$ cat src/rtl/fetch_sequencer.sv
// rtl/fetch_sequencer.sv - instruction fetch sequencer (IDLE/REQ/HOLD/FLUSH) with redirect handling.
// Optional macro PC_ALIGN_CHECK_EN: misaligned redirects vector to EXC_VECTOR and pulse misalign_exc.
module fetch_sequencer #(
    parameter logic [31:0] RESET_VECTOR = 32'h0000_0000,
    parameter logic [31:0] EXC_VECTOR   = 32'h0000_0080
) (
    input  logic        clk,
    input  logic        rst,
    input  logic        stall,
    input  logic        redirect_valid,
    input  logic [31:0] redirect_target,
    output logic        imem_req,
    output logic [31:0] imem_addr,
    input  logic        imem_ack,
    input  logic [31:0] imem_rdata,
    output logic        instr_valid,
    output logic [31:0] instr,
    output logic [31:0] instr_pc,
    output logic [31:0] pc,
    output logic        misalign_exc
);

    typedef enum logic [1:0] {
        IDLE,
        REQ,
        HOLD,
        FLUSH
    } state_t;

    state_t      state;
    state_t      state_next;
    logic [31:0] pc_next;
    logic [31:0] flush_addr;
    logic [31:0] flush_addr_next;
    logic [31:0] instr_next;
    logic [31:0] instr_pc_next;
    logic        valid_next;
    logic [31:0] target;
    logic        target_misaligned;

`ifdef PC_ALIGN_CHECK_EN
    always_comb begin
        target_misaligned = (redirect_target[1:0] != 2'b00);
        target            = target_misaligned ? EXC_VECTOR : redirect_target;
    end
`else
    // Low address bits are simply dropped; the exception vector is never taken.
    logic unused_exc_vector;
    assign unused_exc_vector = ^EXC_VECTOR;

    always_comb begin
        target_misaligned = 1'b0;
        target            = redirect_target & 32'hFFFF_FFFC;
    end
`endif

    always_comb begin
        state_next      = state;
        pc_next         = pc;
        flush_addr_next = flush_addr;
        instr_next      = instr;
        instr_pc_next   = instr_pc;
        valid_next      = instr_valid;

        case (state)
            IDLE: state_next = REQ;
            REQ: begin
                if (redirect_valid) begin
                    // Without an ack the bus transfer is still open; it must finish at the old address.
                    if (!imem_ack) begin
                        state_next      = FLUSH;
                        flush_addr_next = pc;
                    end
                end else if (imem_ack) begin
                    instr_next    = imem_rdata;
                    instr_pc_next = pc;
                    valid_next    = 1'b1;
                    pc_next       = pc + 32'd4;
                    state_next    = stall ? HOLD : REQ;
                end else if (instr_valid && !stall) begin
                    valid_next = 1'b0;
                end
            end
            HOLD: begin
                if (!stall) begin
                    state_next = REQ;
                    valid_next = 1'b0;
                end
            end
            FLUSH: begin
                if (imem_ack) begin
                    state_next = REQ;
                end
            end
            default: state_next = IDLE;
        endcase

        if (redirect_valid) begin
            pc_next    = target;
            valid_next = 1'b0;
            if (state == HOLD) begin
                state_next = REQ;
            end
        end
    end

    always_ff @(posedge clk or posedge rst) begin
        if (rst) begin
            state       <= IDLE;
            pc          <= RESET_VECTOR;
            flush_addr  <= RESET_VECTOR;
            instr       <= 32'h0;
            instr_pc    <= 32'h0;
            instr_valid <= 1'b0;
        end else begin
            state       <= state_next;
            pc          <= pc_next;
            flush_addr  <= flush_addr_next;
            instr       <= instr_next;
            instr_pc    <= instr_pc_next;
            instr_valid <= valid_next;
        end
    end

`ifdef PC_ALIGN_CHECK_EN
    always_ff @(posedge clk or posedge rst) begin
        if (rst) begin
            misalign_exc <= 1'b0;
        end else begin
            misalign_exc <= redirect_valid && target_misaligned;
        end
    end
`else
    logic unused_misaligned;
    assign unused_misaligned = target_misaligned;
    assign misalign_exc      = 1'b0;
`endif

    assign imem_req  = (state == REQ) || (state == FLUSH);
    assign imem_addr = (state == FLUSH) ? flush_addr : pc;

endmodule

$ cat config.mk
export PLATFORM = sky130hd
export DESIGN_NAME = fetch_sequencer
export DESIGN_NICKNAME = d
export VERILOG_FILES = /design/src/rtl/fetch_sequencer.sv
export SDC_FILE = /design/constraint.sdc
export NUM_CORES = 1
export LEC_CHECK = 0
export ABC_AREA = 1
export ABC_CLOCK_PERIOD_IN_PS = 8200
export BUFFER_PORTS_ARGS = -buffer_cell sky130_fd_sc_hd__buf_2
export CORE_ASPECT_RATIO = 1.75
export CORE_UTILIZATION = 50
export DETAILED_ROUTE_END_ITERATION = 10
export GPL_TIMING_DRIVEN = 0
export PLACE_DENSITY = 0.82
export SETUP_SLACK_MARGIN = 0.02
export SYNTH_ARGS = -nofsm -noshare
export SYNTH_HDL_FRONTEND = slang
export SYNTH_SLANG_ARGS = --single-unit
$ cat constraint.sdc
create_clock -name clk -period 8.2 [get_ports clk]
set_clock_uncertainty 0.05 [all_clocks]
set_input_delay 2.46 -clock clk [delete_from_list [all_inputs] [get_ports clk]]
set_output_delay 2.46 -clock clk [all_outputs]
set_load 0.1 [all_outputs]
Word level (Yosys, flattened, before mapping)

Index checks and enable logic that the tools add are counted.

Div/mod/pow operators: 0
Bitwise logic cells: 2
Shift operators: 0
Reduce and logical (&&, ||, !) cells: 11
Order comparisons: 0
Equality and inequality tests: 5
$add $sub $neg: 1
$mul: 0
Multiplexer cells: 18

Operators by type and width:

| kind                                                 | number |
|---|---|
| 2-to-1 mux 32 bit                                    | 4 |
| adder 32 x 3 -> 32 bit (second input constant)       | 1 |
| 2-to-1 mux 2 bit                                     | 8 |
| AND reduction 3 bit                                  | 3 |
| case mux 2 bit (4 select lines)                      | 1 |
| equality test 2 bit (second input constant)          | 2 |
| 2-to-1 mux 1 bit                                     | 4 |
| inequality test 4 bit (second input constant)        | 1 |
| nonzero test 2 bit                                   | 2 |
| inequality test 3 bit (second input constant)        | 1 |
| nonzero test 3 bit                                   | 1 |
| equality test 2 x 1 -> 1 bit (second input constant) | 1 |
| zero test 2 bit                                      | 1 |
| NOT 1 bit                                            | 2 |
| case mux 1 bit (2 select lines)                      | 1 |
| AND reduction 2 bit                                  | 1 |
| logical AND 1 bit                                    | 1 |
| zero test 1 bit                                      | 1 |
| logical OR 1 bit                                     | 1 |

Input bits: 69
Output and inout port bits: 131
ROM bits: 0
Bits in latches: 0
Word-level logic and storage cells: 43
Memories kept: 0
Flip-flop bits (word level): 131
RAM bits: 0

Depth between registers and ports, before layout

Depth after elaboration: 6
Depth in mapped cells: 10
Mapped depth without buffers: 10

Worst setup path before layout

No wires, ideal clock.

Path type: register to output
Start point: register pc[6]
End point: output imem_addr[6]
Data required time: 5,690 ps
Cell stages (with the launch flop): 3
Path buffers: 0
Setup slack: 3,010 ps
Data arrival time: 2,680 ps
Path through: dfrtp_1 > inv_1 > a21oi_1

Word-level cells in the longest chain between the ends: 1

RTL lines:

| element                | RTL line | source |
|---|---|---|
| from (decl)            | 19       | `output logic [31:0] pc,` |
| from (signal assigned) | 117      | `pc <= pc_next;` |
| 2-to-1 mux 32 bit      | 140      | `assign imem_addr = (state == FLUSH) ? flush_addr : pc;` |
| to (decl)              | 13       | `output logic [31:0] imem_addr,` |

Every way passes these cells.

Worst setup path in the final report

Start point: register state[0]
End point: output imem_addr[16]

Word-level cells in the longest chain between the ends: 2

RTL lines:

| element                | RTL line | source |
|---|---|---|
| from (decl)            | 30       | `state_t state;` |
| from (signal assigned) | 116      | `state <= state_next;` |
| equality test 2 bit    | 140      |  |
| 2-to-1 mux 32 bit      | 140      |  |

Every way passes these cells.

==> run summary <==
Post-synth top area cell: dfrtp_1
Status: finished clean
Worst-path clk slew: 60 ps
Synth top area cells: dfrtp_1, nand2_1, nor2_1
Highest clock rate: 0.200 GHz
Number of synthesized flops with an enable pin: 0
YS warnings: 0
Final WL: 18.8 mm
Vias in the first global route: 6038
Clk buf depth: 2
Post-CTS Repair Setup Buffers: 0
Row Count: 53
First-pass GRT wire length: 29.7 mm
Ys async rst share: 1.00
DR vias/cell: 5.24
Post-route setup TNS: 0 ps
DR vias: 6209
Req. time, crit path: 5690 ps
I/O pins: 200
Grt total ovfl: 0
Layout cell share with drive strength beyond 1: 0.270
WS Path Type: register to primary output
Nets: 1078
Reg area: 3130 um^2
Post-CTS Resized: 0
Placed wire-length estimate: 13.6 mm
Post-layout util: 0.659
Routability congestion estimate: 0.914
Slew margin rel.: 0.576
Synthesis-stage register bit count: 125
Avg WL per Cell: 15.9 um
Post-layout minimum cycle time: 4990 ps
Clock Latency Late Sink: 420 ps
Share of the synthesized area in the top cell type: 0.510
Detail Route Antenna Nets: 0
Antenna violations before repair: 0
Die H: 149 um
Cts-stage hold buffer count: 0
Synth cell types: 35
Clk root buf: clkbuf_16
Post-Syn Area: 6140 um^2
Initial Utilization: 0.511
Pin count of the biggest net entering global routing: 96
DRC violation count after routing: 0
Largest stage delay on the critical path: 490 ps
Cells after Synth: 793
Ant. Diodes: 0
Fin. Hold Viols: 0
Max-slew violation count: 0
Multi-input logic area: 2590 um^2
Seq/Total Area, Yosys: 0.510
Unrepaired setup endpoints after global routing: no
CP Max Fanout: 10
Most frequent cells after synthesis: nand2_1, dfrtp_1, nor2_1, inv_1, nand3_1
Final setup violation count: 0
CTS HTree Levels: 4
Top-count cell post-synth: nand2_1
CTS tree: done
Layout area overhead: 29.0%
Port bufs: 189
Tightest Pin Transition: 637 ps
DRT Pass-1 Iters: 5
Die area: 12700 um^2
Nature of the critical path endpoint: primary output
Total CTS buffers: 17
Number of fill cells: 1044
Crit path max-delay cell type: buf_2
Die width: 85.7 um
Synth Flop Type: dfrtp_1
CP Data Arrival Time: 2480 ps
Tcrit/Tclk final: 0.609
Cell Chain, Critical Path: nand2_1 > clkbuf_1 > nor2_1 > a21oi_1 > buf_2
CTS sink cnt: 125
Hold Worst Slack: 412 ps
CP Launch Type: register
Min-Delay Path Class: register to register
MaxCap Viol Count: 0
Syn Area/Cell: 7.74 um^2
DRT iter0 DRCs: 513
Core area: 12000 um^2
GRT Total Usage: 0.307
layer usage:
layer,vias to the layer above,routed length [um],part of all wire,GRT usage
met5,-,0,0,0
met4,0,1150,0.061,0.197
met3,75,1260,0.067,0.0705
met2,326,9620,0.51,0.529
met1,2867,6760,0.36,0.335
li1,2941,-,-,-
cells in the final DEF, fill, tap and decap left out, types with 2 or more instances in the layout:
cell        instances
nand2_1           317
buf_2             198
dfrtp_1           125
nor2_1             66
inv_1              43
nand3_1            42
o21ai_0            39
a21oi_1            33
o21ai_1            25
clkbuf_1           18
clkbuf_16          17
buf_4              13
nor2_4             10
o2111ai_1           8
conb_1              7
clkinv_2            5
nand2_2             4
inv_2               4
inv_6               4
o22ai_1             4
buf_6               3
nand4_1             3
nor3_1              3
and2_1              3
nand2_4             2
nor2_2              2
nand3b_1            2
xor2_1              2
a22oi_2             2
bufinv_16           2
clkinv_4            2
clkinvlp_4          2
path summary, 6_finish.rpt:
check	startpoint	to	slack [ps]	cells past startpoint
setup / recovery	state[0]	imem_addr[16]	3210	5
hold / removal	instr[22]	instr[22]	410	2
setup reg to reg	pc[3]	pc[30]	6500	10
hold reg to reg	instr[22]	instr[22]	410	2
max in group asynchronous	rst	instr[16]	5350	3
min in group asynchronous	rst	instr[12]	1970	2
cell families after synthesis:
| logic type | synth area share |
|---|---|
| DFF | 0.510 |
| buffers and inverters | 0.0710 |
| xor gates and xnor gates | 0.00286 |
| and+or+nand+nor | 0.309 |
| adders and majority gates | 0.00204 |
| AOI/OAI and AO/OA | 0.105 |
| other | 0.000611 |
sequential cells by signal, indices dropped and copies added (netlist names):
name and cells:
instr_valid 1, pc 30, instr 32, flush_addr 30, state 2, instr_pc 30
final cells by class:
cell class / instances / share of cell area
flip-flops and latches: 125 / 0.395
plain buffers: 44 / 0.0315
multi-input cells: 581 / 0.328
well taps: 165 / 0.0261
inverters: 49 / 0.0242
clock buffers: 17 / 0.0538
clock inverters: 14 / 0.0182
repair buffers: 190 / 0.123
critical path, delay by kind of cell (launching register included):
family | cells | cell delay (ps)
DFF | 1 | 440
and+or+nand+nor | 2 | 370
buffers and inverters | 2 | 950
AOI/OAI and AO/OA | 1 | 300
per-stage QoR:
stage	cells	instance area (um^2)	worst slack, ps
after CTS	1185	7910	3250
final	1185	7910	3210
after detailed placement	1154	7340	3750
after global placement	1153	7310	895
after floorplan	799	6160	2360
after global routing	1185	7910	3200
Power is left out: the tool's default activity adds up to more than one toggle a clock period on the data nets, which glitch-free logic cannot reach.
